## src/rtl/piezo_melody_sequencer.sv

```systemverilog
// Plays fixed vending-event melodies one note at a time on the piezo tone generator.
// Optional macro PIEZO_SEQ_PREEMPT_EN: a valid start while busy restarts with the new melody.
module piezo_melody_sequencer #(
    parameter int TICK_CYCLES = 10000,
    parameter int GAP_CYCLES  = 2000
) (
    input  logic       clk,
    input  logic       rst,
    input  logic       start,
    input  logic [3:0] melody_sel,
    output logic [3:0] note_code,
    output logic       tone_en,
    output logic [2:0] note_played,
    output logic       busy,
    output logic       done
);

    localparam int TW = (TICK_CYCLES > 1) ? $clog2(TICK_CYCLES) : 1;
    localparam int GW = (GAP_CYCLES > 1) ? $clog2(GAP_CYCLES) : 1;
    localparam logic [TW-1:0] TICK_LAST = TW'(TICK_CYCLES - 1);
    localparam logic [GW-1:0] GAP_LAST  = GW'(GAP_CYCLES - 1);

    typedef enum logic [1:0] {IDLE, PLAY, GAP} state_t;

    state_t        state_q, state_d;
    logic [3:0]    mel_q, mel_d;
    logic [2:0]    idx_q, idx_d;
    logic [TW-1:0] tick_q, tick_d;
    logic [3:0]    unit_q, unit_d;
    logic [GW-1:0] gap_q, gap_d;
    logic          done_d, enter, start_ok;
    logic [5:0]    cur_entry, next_entry;
    logic [3:0]    cur_units;
    logic [3:0]    code_d;
    logic          tone_d;
    logic [2:0]    played_d;

    function automatic logic [3:0] mel_len(input logic [3:0] sel);
        case (sel)
            4'd1:    mel_len = 4'd2;
            4'd2:    mel_len = 4'd4;
            4'd3:    mel_len = 4'd4;
            4'd4:    mel_len = 4'd3;
            4'd5:    mel_len = 4'd8;
            default: mel_len = 4'd0;
        endcase
    endfunction

    // Entry format {code, dur}; dur encodes 1/2/4/8 duration units.
    function automatic logic [5:0] mel_note(input logic [3:0] sel, input logic [2:0] idx);
        mel_note = 6'd0;
        case (sel)
            4'd1: case (idx)
                3'd0:    mel_note = {4'd5, 2'd0};
                3'd1:    mel_note = {4'd8, 2'd0};
                default: mel_note = 6'd0;
            endcase
            4'd2: case (idx)
                3'd0:    mel_note = {4'd1, 2'd0};
                3'd1:    mel_note = {4'd3, 2'd0};
                3'd2:    mel_note = {4'd5, 2'd0};
                3'd3:    mel_note = {4'd8, 2'd1};
                default: mel_note = 6'd0;
            endcase
            4'd3: case (idx)
                3'd0:    mel_note = {4'd8, 2'd0};
                3'd1:    mel_note = {4'd5, 2'd0};
                3'd2:    mel_note = {4'd3, 2'd0};
                3'd3:    mel_note = {4'd1, 2'd0};
                default: mel_note = 6'd0;
            endcase
            4'd4: case (idx)
                3'd0:    mel_note = {4'd1, 2'd1};
                3'd1:    mel_note = {4'd0, 2'd0};
                3'd2:    mel_note = {4'd1, 2'd1};
                default: mel_note = 6'd0;
            endcase
            4'd5:    mel_note = {({1'b0, idx} + 4'd1), 2'd0};
            default: mel_note = 6'd0;
        endcase
    endfunction

    always_comb begin
        state_d  = state_q;
        mel_d    = mel_q;
        idx_d    = idx_q;
        tick_d   = tick_q;
        unit_d   = unit_q;
        gap_d    = gap_q;
        done_d   = 1'b0;
        enter    = 1'b0;
        start_ok = start && (mel_len(melody_sel) != 4'd0);

        cur_entry = mel_note(mel_q, idx_q);
        cur_units = 4'd1 << cur_entry[1:0];

        case (state_q)
            IDLE: begin
                if (start_ok) begin
                    state_d = PLAY;
                    mel_d   = melody_sel;
                    idx_d   = 3'd0;
                    enter   = 1'b1;
                end
            end
            PLAY: begin
                if (tick_q == TICK_LAST) begin
                    tick_d = '0;
                    if (unit_q == cur_units - 4'd1) begin
                        enter = 1'b1;
                        if (({1'b0, idx_q} + 4'd1) == mel_len(mel_q)) begin
                            state_d = IDLE;
                            done_d  = 1'b1;
                        end else if (GAP_CYCLES == 0) begin
                            idx_d = idx_q + 3'd1;
                        end else begin
                            state_d = GAP;
                        end
                    end else begin
                        unit_d = unit_q + 4'd1;
                    end
                end else begin
                    tick_d = tick_q + TW'(1);
                end
            end
            GAP: begin
                if (gap_q == GAP_LAST) begin
                    state_d = PLAY;
                    idx_d   = idx_q + 3'd1;
                    enter   = 1'b1;
                end else begin
                    gap_d = gap_q + GW'(1);
                end
            end
            default: state_d = IDLE;
        endcase

`ifdef PIEZO_SEQ_PREEMPT_EN
        if (state_q != IDLE && start_ok) begin
            state_d = PLAY;
            mel_d   = melody_sel;
            idx_d   = 3'd0;
            done_d  = 1'b0;
            enter   = 1'b1;
        end
`endif

        if (enter) begin
            tick_d = '0;
            unit_d = '0;
            gap_d  = '0;
        end

        // Outputs are registered, so they are derived from the upcoming state.
        next_entry = mel_note(mel_d, idx_d);
        code_d     = note_code;
        tone_d     = 1'b0;
        played_d   = note_played;
        case (state_d)
            PLAY: begin
                code_d   = next_entry[5:2];
                tone_d   = (next_entry[5:2] != 4'd0);
                played_d = idx_d;
            end
            GAP:     code_d = note_code;
            default: code_d = 4'd0;
        endcase
    end

    always_ff @(posedge clk) begin
        if (rst) begin
            state_q     <= IDLE;
            mel_q       <= 4'd0;
            idx_q       <= 3'd0;
            tick_q      <= '0;
            unit_q      <= 4'd0;
            gap_q       <= '0;
            note_code   <= 4'd0;
            tone_en     <= 1'b0;
            note_played <= 3'd0;
            busy        <= 1'b0;
            done        <= 1'b0;
        end else begin
            state_q     <= state_d;
            mel_q       <= mel_d;
            idx_q       <= idx_d;
            tick_q      <= tick_d;
            unit_q      <= unit_d;
            gap_q       <= gap_d;
            note_code   <= code_d;
            tone_en     <= tone_d;
            note_played <= played_d;
            busy        <= (state_d != IDLE);
            done        <= done_d;
        end
    end

endmodule

```

## config.mk

```make
export PLATFORM = sky130hd
export DESIGN_NAME = piezo_melody_sequencer
export DESIGN_NICKNAME = d
export VERILOG_FILES = /design/src/rtl/piezo_melody_sequencer.sv
export SDC_FILE = /design/constraint.sdc
export NUM_CORES = 1
export LEC_CHECK = 0
export CAP_MARGIN = 40
export CORE_ASPECT_RATIO = 0.6
export CORE_UTILIZATION = 59
export DETAILED_ROUTE_END_ITERATION = 8
export GPL_TIMING_DRIVEN = 0
export PLACE_DENSITY = 0.81
export SETUP_SLACK_MARGIN = 0.05
export SLEW_MARGIN = 0
export SYNTH_ARGS = -nofsm -noshare
export SYNTH_HDL_FRONTEND = slang
export SYNTH_SLANG_ARGS = --single-unit
```

## constraint.sdc

```tcl
create_clock -name clk -period 3.35 [get_ports clk]
set_input_delay 0.67 -clock clk [delete_from_list [all_inputs] [get_ports clk]]
set_output_delay 0.67 -clock clk [all_outputs]
set_load 0.05 [all_outputs]
```

==> results of run 1 <==
[how the worst min path moves through the flow]
| stage | start | to | slack (ps) | depth (start not counted) |
|---|---|---|---|---|
| 2_1_floorplan | unit_q[1] | unit_q[1] | 470 | 2 |
| 4_1_cts | note_code[0] | note_code[0] | 470 | 1 |
| 6_report | note_code[0] | note_code[0] | 460 | 1 |
| 5_1_grt | note_code[0] | note_code[0] | 500 | 1 |
| 3_5_place_dp | note_code[0] | note_code[0] | 440 | 1 |
| 3_3_place_gp | note_code[0] | note_code[0] | 440 | 1 |
[metal layers]
| metal | global-route usage, % | vias up | wire (microns) |
|---|---|---|---|
| li1 | - | 1168 | - |
| met1 | 40.9 | 1099 | 3180 |
| met2 | 36.8 | 59 | 2230 |
| met3 | 5.83 | 5 | 357 |
| met4 | 4.03 | 0 | 27 |
| met5 | 0 | - | 0 |
[cell families (layout without fill, tap and decap cells)]
kind of cell	count (synthesis)	after routing	share of synthesized area [%]
compound gates	62	62	17.8
simple gates	136	136	26.8
xor+xnor	27	27	8.92
fa+ha+maj	12	12	5.67
buf+inv	21	45	3.35
flops	48	48	36.3
mux	3	3	1.13
[registers in the layout (all words and copies together), names as in the netlist, 2 cells and up]
register / cells
gap_q: 11
idx_q: 3
note_played: 3
tick_q: 14
state_q: 2
unit_q: 4
note_code: 4
mel_q: 4
[what timing repair did]
action                     in CTS  in global routing
resized for setup               7                  3
buffers inserted                1                  1
setup endpoints to repair       4                  3
pin swaps                       1                  1
[report_power, final]
part           leakage (nW)  switching (mW)  internal [mW]
clock                0.0410           0.183          0.142
combinational         0.627          0.0734         0.0433
sequential            0.387         0.00541          0.575
[cell usage in the layout (no fill, tap or decap), drive strengths merged, types with 3 or more instances in the layout]
cell and instances:
nand3b 3, ha 12, inv 9, clkbuf 15, clkdlybuf4s50 15, nor3 6, a31o 4, dfxtp 48
o32ai 4, a22oi 3, nand4 11, o21ai 6, xor2 15, nor2 49, nand3 7, a31oi 4
xnor2 12, o2bb2ai 3, mux2i 3, o22a 3, or2 4, or3 4, buf 5, a21oi 12
nand2 29
[layout make-up]
type                    instances  area [sq um]
plain buffers                  12          57.6
clock buffers                   6          72.6
clock inverters                 1          5.00
fillers                       346          1190
inverters                       9          33.8
multi-input cells             240          1650
flip-flops and latches         48           961
well taps                      60          75.1
repair buffers                 17           165
==> summary.md, run 1 <==
| Metric | Value |
|---|---|
| Post-Place Worst Slack | `-717 ps` |
| Syn. warnings | `0` |
| R2R Setup Slk | `230 ps` |
| Reg2reg path depth | `10` |
| Most frequent cell after synthesis | `nor2_1` |
| CP max FO | `7` |
| Cell variety after synth | `between 60 and 70` |
| First-pass GRT wire length | `a little over 9000 microns` |
| Insertion delay to the later sink of the worst-skew pair | `approximately 290 ps` |
| Beginning of the critical path | `melody_sel[3]` |
| DRT iter0 DRCs | `121` |
| CP Depth | `12` |
| Synth top area cells | `dfxtp_1 36%, nor2_1 6.9%, ha_1 5.7%, xor2_1 5.0%, nand2_1 4.1%` |
| Worst-path clk slew | `80 ps` |
| WP data required | `3530 ps` |
| Worst setup SP type | `input pin` |
| Area Growth Syn to Fin | `13.9%` |
| Hold WS | `463 ps` |
| Mapped cell area | `2650 sq um` |
| Area share of the largest cell type after synthesis | `36.3%` |
| RSZ-0062 raised after global routing | `no` |
| Startpoint of the worst register-to-register path | `idx_q[1]` |
| Instance area at placement | `2880 sq um` |
| Max IR drop VDD | `0.301 mV` |
| Worst path cell trace | `clkdlybuf4s50_1 -> nor4b_4 -> nand3_4 -> nand3_1 -> o21a_1 -> inv_1 -> ha_2 -> or2_2 -> o211ai_1 -> a31o_2 -> a2111oi_4 -> a211o_1` |
| Final RePlAce weighted congestion | `0.960` |
| Top Ports | `17` |
| PD cells | `339 nW/um^2` |
| Pwr Total | `between 1 and 1.5 mW` |
| Fmax | `316 MHz` |
| Pleak | `1.05 nW` |
| Sinks on Clock Net | `48` |
| Min-delay worst type | `reg2reg` |
| Worst path max stage delay | `about 460 ps` |
| Chip width | `88.5 microns` |
| Max-Cap Viols | `0` |
| Slowest CP cell | `clkdlybuf4s50_1` |
| Detail Route Antenna Nets | `0` |
| Post-synthesis sequential area ratio | `a little over a third` |
| Tot GR Track Use | `26.2%` |
| Die height | `around 54 microns` |
| Nets | `around 350` |
| Max Slew Vio Count | `0` |
| R2r endpoint | `tone_en` |
| Cell family with most CP delay | `simple AND/OR/NAND/NOR gates` |
| Mapped Cells | `309` |
| Final WL | `5800 microns` |
| Worst-Margin Slew | `around 750 ps` |
| Crit. End Element | `flip-flop` |
| Post-DR vias/cell | `5.93` |
| CTS max path bufs | `2` |
| Pin count of the biggest net entering global routing | `14` |
| Final design instance area without fill | `roughly 3000 sq um` |
| DPL Wire Length | `around 4300 microns` |
| Placed instance count | `between 300 and 400` |
| Min Clock Period, post-route | `3170 ps` |
| Root buf cell | `clkbuf_8` |
| Number of synthesized flops with an enable pin | `0` |
| CTS Buf Count | `5` |
| Die Footprint | `4770 sq um` |
| Post-synthesis register bit count | `48` |
| Cell taking the most area after synthesis | `dfxtp_1` |
| # H-tree levels | `2` |
| Status | `complete, no violations` |
| Final core utilization | `a little under three quarters` |
| Row Count | `18` |
| Final TNS setup | `0 ps` |
| Hold_buf cts | `0` |
| Count of final hold-check violations | `0` |
| Vias | `~2,300` |
| Final setup margin | `182 ps` |
| Synth async-reset ratio | `0%` |
| Fraction of layout cells with a size suffix above 1 | `9.31%` |
| Crit path DAT | `3350 ps` |
| Starting Density | `62.9%` |
| Final setup fails | `0` |
| Tcrit/Tclk final | `94.6%` |
| Vias in the first global route | `1,899` |
| DRT Pass-1 Iters | `6` |
| Post-Syn Nets | `roughly 330` |
| Worst setup path endpoint | `tone_en` |
| # diodes | `0` |
| Synth cell count leaders | `49 x nor2_1, 48 x dfxtp_1, 29 x nand2_1` |
| Post-route clock skew | `just over 6 ps` |
| DRC Markers | `0` |
| Crit path buf inv count | `2` |
| TritonCTS clock tree | `yes` |
| Grt ovf | `0` |
| Main flop type after synthesis | `dfxtp_1` |
| Critical path type | `in2reg` |
| Layout Cells excl Fill | `393` |
| Port Buffers | `15` |
| Initial antenna violation count | `0` |
| Core area | `4210 sq um` |
| Syn avg cell area | `8.58 sq um` |
| Rel. slew slack | `49.7%` |
| Wire length per cell | `14.8 microns` |
(Power assumes the default switching activity.)
==> inputs of run 2 (changes only) <==
Settings changed: GPL_ROUTABILITY_DRIVEN from default to 0, PLACE_DENSITY 0.81 to 0.79.
==> summary.md, run 2 (synthesis gave the netlist of run 1 again) <==
| Metric | Value |
|---|---|
| Status | `complete, no violations` |
| Top Ports | `17 (unchanged)` |
| WP data required | `3610 ps (+80 ps)` |
| Instance area at placement | `2880 sq um (unchanged)` |
| Pin count of the biggest net entering global routing | `15 (+1)` |
| Cell family with most CP delay | `compound AO/OA/AOI/OAI gates` |
| Wire length per cell | `15.2 microns (+3.0%)` |
| Final core utilization | `72.3% (+0.56 points)` |
| Worst-Margin Slew | `765 ps (+19.7 ps)` |
| Fraction of layout cells with a size suffix above 1 | `9.85% (+0.54 points)` |
| Area Growth Syn to Fin | `14.8%` |
| Tot GR Track Use | `27.4% (+1.2 points)` |
| # diodes | `0 (unchanged)` |
| RSZ-0062 raised after global routing | `no` |
| Min Clock Period, post-route | `3190 ps (+17.5 ps)` |
| Post-route clock skew | `5.29 ps (-0.882 ps)` |
| Critical path type | `in2reg` |
| Vias in the first global route | `2,006 (+5.6%)` |
| Slowest CP cell | `clkdlybuf4s50_1` |
| Fmax | `314 MHz (-0.55%)` |
| Hold WS | `473 ps (+10.2 ps)` |
| Max IR drop VDD | `0.251 mV (-16%)` |
| Count of final hold-check violations | `0 (unchanged)` |
| Crit. End Element | `flip-flop` |
| TritonCTS clock tree | `yes` |
| Chip width | `88.5 microns (unchanged)` |
| Port Buffers | `15 (unchanged)` |
| Sinks on Clock Net | `48 (unchanged)` |
| R2r endpoint | `tone_en` |
| Worst path cell trace | `clkdlybuf4s50_1 -> or3_1 -> nand3_4 -> nand3_1 -> o21a_1 -> inv_1 -> ha_2 -> or2_2 -> o211ai_1 -> a31o_2 -> a2111oi_4 -> a211o_1` |
| Grt ovf | `0 (unchanged)` |
| Min-delay worst type | `reg2reg` |
| Max Slew Vio Count | `0 (unchanged)` |
| DRT iter0 DRCs | `142 (+17%)` |
| Crit path DAT | `3450 ps (+100 ps)` |
| # H-tree levels | `2 (unchanged)` |
| Hold path endpoint | `note_code[0]` |
| Post-Place Worst Slack | `-864 ps (-147 ps)` |
| Vias | `2,341 (+0.43%)` |
| Biggest registers after layout | `tick_q: 14 flops, gap_q: 11 flops` |
| R2R Setup Slk | `260 ps (+30 ps)` |
| CTS Buf Count | `5 (unchanged)` |
| CP max FO | `7 (unchanged)` |
| Rel. slew slack | `48.3% (-1.3 points)` |
| # fillers | `354 (+2.3%)` |
| Worst-path clk slew | `90 ps (about the same)` |
| DRT Pass-1 Iters | `5 (-1)` |
| CP Depth | `12 (unchanged)` |
| Max FFs per register | `14 (unchanged)` |
| Core area | `4210 sq um (unchanged)` |
| First-pass GRT wire length | `9660 microns (+4.1%)` |
| Max-Cap Viols | `0 (unchanged)` |
| Final WL | `6000 microns (+3.5%)` |
| Crit path buf inv count | `2 (unchanged)` |
| Nets | `353 (+0.28%)` |
| Post-DR vias/cell | `5.93 (about the same)` |
| Most frequent cells in the layout | `49 x nor2_1, 48 x dfxtp_1, 29 x nand2_1` |
| Multi-input gate area | `1650 sq um (unchanged)` |
| Reg2reg path depth | `13 (+3)` |
| Row Count | `18 (unchanged)` |
| Die height | `53.9 microns (unchanged)` |
| Insertion delay to the later sink of the worst-skew pair | `310 ps (+20 ps)` |
| Startpoint of the worst register-to-register path | `gap_q[0]` |
| DRC Markers | `0 (unchanged)` |
| Hold_buf cts | `0 (unchanged)` |
| Tcrit/Tclk final | `95.1% (+0.52 points)` |
| Pwr Total | `1.06 mW (+3.9%)` |
| Worst path max stage delay | `490 ps (+30 ps)` |
| DPL Wire Length | `4390 microns (+2.1%)` |
| Biggest register | `tick_q` |
| Final design instance area without fill | `3040 sq um (+0.79%)` |
| Commonest non-fill, non-tap cell in the layout | `nor2_1` |
| Sequential cell area | `961 sq um (unchanged)` |
| Root buf cell | `clkbuf_8` |
| Starting Density | `62.9% (unchanged)` |
| Initial antenna violation count | `0 (unchanged)` |
| CTS max path bufs | `2 (unchanged)` |
| Count of cells along the worst hold path | `1 (unchanged)` |
| Die Footprint | `4770 sq um (unchanged)` |
| Final setup fails | `0 (unchanged)` |
| Detail Route Antenna Nets | `0 (unchanged)` |
| Final setup margin | `164 ps (-17.5 ps)` |
| PD cells | `349 nW/um^2 (+3.1%)` |
| Worst setup SP type | `input pin` |
| Pleak | `1.06 nW (+0.72%)` |
| Worst Hold Launch | `note_code[0]` |
run 2: changes by cell type in the layout (fill, tap and decap cells not counted), sizes merged:
cell | before | now
clkinvlp | 0 | 1
clkinv | 1 | 0
clkbuf | 15 | 16
buf | 5 | 6
run 2: routing by layer:
| layer | share of wire [%] | vias to the layer above | global-route usage (%) |
|---|---|---|---|
| li1 | - | 1172 | - |
| met1 | 53 | 1064 | 41.0 |
| met2 | 38 | 94 | 37.9 |
| met3 | 7.1 | 11 | 7.36 |
| met4 | 1.3 | 0 | 7.80 |
| met5 | 0 | - | 0 |
run 2: power breakdown:
part	internal [mW]	total, mW	switching, mW
clock	0.168	0.366	0.198
sequential	0.575	0.581	0.00572
combinational	0.0432	0.116	0.0729
run 2: stage by stage:
step,setup TNS (ps),std cells
6_report,0,395
3_5_place_dp,-2580,384
5_1_grt,0,395
2_1_floorplan,0,309
3_3_place_gp,-2060,384
4_1_cts,0,395
run 2: worst max-delay path by stage:
stage / startpoint / end
after global placement: melody_sel[3] / tone_en
after CTS: melody_sel[0] / tone_en
final: melody_sel[0] / tone_en
after detailed placement: melody_sel[3] / tone_en
after global routing: melody_sel[0] / tone_en
after floorplan: melody_sel[3] / tone_en
run 2: cell type report:
cell class / instances / area share (%)
multi-input combinational: 240 / 54.2
tap: 60 / 2.47
timing repair buffer: 18 / 5.67
buffer: 12 / 1.89
clock inverter: 1 / 0.247
inverter: 9 / 1.11
clock buffer: 7 / 2.84
sequential: 48 / 31.6
run 2: worst register-to-register path, cell delays in order (launching register included):
cell	delay [ps]
dfxtp_1	380
ha_1	230
nor4bb_1	420
nand4_1	140
buf_4	180
nand3_1	80
o21a_1	260
inv_1	140
ha_2	230
or2_2	280
o211ai_1	90
a31o_2	210
a2111oi_4	80
a211o_1	290
run 2: what timing repair did:
action	CTS	global route
pin swaps	2	1
resized for setup	7	3
setup endpoints to repair	4	2
setup buffers	3	0
hold endpoints to repair	0	0
==> edit: new RTL, flow settings as in run 2 <==
The 3 states of `state_t` get a one-hot encoding in 3 bits.
--- a/src/rtl/piezo_melody_sequencer.sv
+++ b/src/rtl/piezo_melody_sequencer.sv
@@ -20,7 +20,7 @@
     localparam logic [TW-1:0] TICK_LAST = TW'(TICK_CYCLES - 1);
     localparam logic [GW-1:0] GAP_LAST  = GW'(GAP_CYCLES - 1);
 
-    typedef enum logic [1:0] {IDLE, PLAY, GAP} state_t;
+    typedef enum logic [2:0] {IDLE = 3'b001, PLAY = 3'b010, GAP = 3'b100} state_t;
 
     state_t        state_q, state_d;
     logic [3:0]    mel_q, mel_d;
Behaviour: same outputs for any inputs over 10 cycles, from zero or initial values and one cycle with rst high; not proved beyond that.
==> edit against run 2 <==
- combinational power fell by 15%
- first-iteration DRC count rose by 73%
- critical path type unchanged
- sequential cell count is 1 higher
- via count increased by 4.9%
- non-clock buffer count unchanged
- area after synthesis up 2.6%
- synthesized cell count rose by 4.2%
- clock skew grew 0.0020 ns
- wire length increased by 7.8%
- setup slack worse by 0.057 ns
- final area increased by 2.6%
- power decreased by 2.7%
==> edit: results (changes against run 2) <==
* FILL cells at 327 (was 354)
* Clk_skew at 0.007307 ns (was 0.005293 ns)
* Vias in the first global route at 2,053 (was 2,006)
* Post-DP HPWL at 4794 um (was 4388 um)
* Distinct cells, synth at 62 (was 63)
* Worst min-delay path class: reg -> reg (unchanged)
* Post-synthesis xor/xnor area fraction at 0.08050 (was 0.08924)
* Post-Synth Adder-Cell Area at 0.05520 (was 0.05666)
* Drt first-iter violations at 245 (was 142)
* Vias at 2,455 (was 2,341)
* Sequential share of the synthesized area at 0.3606 (was 0.3626)
* Compound-cell area share of the yosys netlist at 0.1523 (was 0.1785)
* Share of cells above drive strength 1 at 0.1371 (was 0.09851)
* Peak VDD IR at 0.2309 mV (was 0.2513 mV)
* Post-synth top cells: 49 x dfxtp_1, 48 x nor2_1, 30 x nand2_1 (was 49 x nor2_1, 48 x dfxtp_1, 29 x nand2_1)
* Inst Count DP at 396 (was 384)
* Outcome: finished, final reports clean (unchanged)
* Placed inst area at 0.002935 mm^2 (was 0.002875 mm^2)
* Final net count at 368 (was 353)
* First-pass GRT wire length at 10,160 um (was 9660 um)
* DR WL/cell at 15.77 um (was 15.19 um)
* Leak at 0.001159 uW (was 0.001062 uW)
* Multiplexer area fraction after synthesis at 0.03082 (was 0.01133)
* Top cells by area, synth: dfxtp_1 36%, nor2_1 6.6%, ha_1 5.5%, xor2_1 4.2%, nand2_1 4.1% (was dfxtp_1 36%, nor2_1 6.9%, ha_1 5.7%, xor2_1 5.0%, nand2_1 4.1%)
* Critical path fanouts, max at 7 (unchanged)
* R2R Setup Slk at 0.18 ns (was 0.26 ns)
edit: cell count changes in the layout (fill, tap and decap cells not counted), moves of 4 or more:
cell and change:
inv_1 +8, and2_1 +6, buf_4 +4, o32ai_1 -4
edit: per-stage QoR:
step | setup TNS, ns | hold slack (ns) | power [uW] | worst slack [ns] | utilization
floorplan | 0 | 0.4485 | 664.5 | 0.2472 | -
global placement | -2.396 | 0.4472 | 689.4 | -0.7108 | 0.6896
detailed placement | -2.446 | 0.4600 | 690.4 | -0.7003 | 0.6896
CTS | 0 | 0.4735 | 1034 | 0.07844 | 0.7172
global route | -0.009780 | 0.5017 | 1069 | -0.009780 | 0.7334
finish | 0 | 0.4723 | 1034 | 0.1072 | 0.7334
edit: report_power, final:
group	internal, uW	switching (uW)
Sequential	585	3.90
Clock	148	199
Combinational	35.6	62.5
edit: logic make-up (layout without fill, tap and decap cells):
logic type	Yosys count	count (layout)
simple gates	148	148
compound gates	54	54
mux	7	7
xor+xnor	25	25
buf+inv	27	55
flops	49	49
fa+ha+maj	12	12
edit: layout make-up:
cell class                      count  area (um^2)  share of cell area
Buffer                             10        45.04             0.01443
Sequential cell                    49        980.9              0.3142
Multi-Input combinational cell    246         1685              0.5399
Clock buffer                        7        76.32             0.02445
Tap cell                           60        75.07             0.02405
Timing Repair Buffer               20        187.7             0.06012
Clock inverter                      1        7.507            0.002405
Inverter                           17        63.81             0.02044
edit: critical path, stage by stage:
cell             delay (ns)
clkdlybuf4s50_1        0.46
nor2b_1                0.13
buf_4                  0.16
nand4_1                0.14
and2_4                 0.22
a22oi_2                0.30
ha_2                   0.27
inv_1                  0.05
o31ai_2                0.23
a21oi_1                0.12
o311a_1                0.34
nor4_4                 0.24
o21bai_1               0.14
edit: what timing repair did:
item | in CTS | in global routing
setup buffers | 1 | 5
setup endpoints to repair | 4 | 13
resized for setup | 7 | 10
pin swaps | 1 | 6
gates cloned | 0 | 0
hold buffers | 0 | 0
edit: path summary, 6_finish.rpt:
kind,endpoint,cells after the start,from
worst min-delay path,note_code[2],2,note_code[2]
worst max-delay path,note_code[0],13,start
worst max register to register,note_code[0],11,idx_q[0]
worst min register to register,note_code[2],2,note_code[2]
edit: metal layers:
layer	part of all wire	global-route usage	vias to the layer above	routed length [um]
li1	-	-	1201	-
met1	0.52	0.4642	1129	3387
met2	0.37	0.3699	119	2397
met3	0.10	0.05732	6	644
met4	0.0056	0.07672	0	36
met5	0	0	-	0
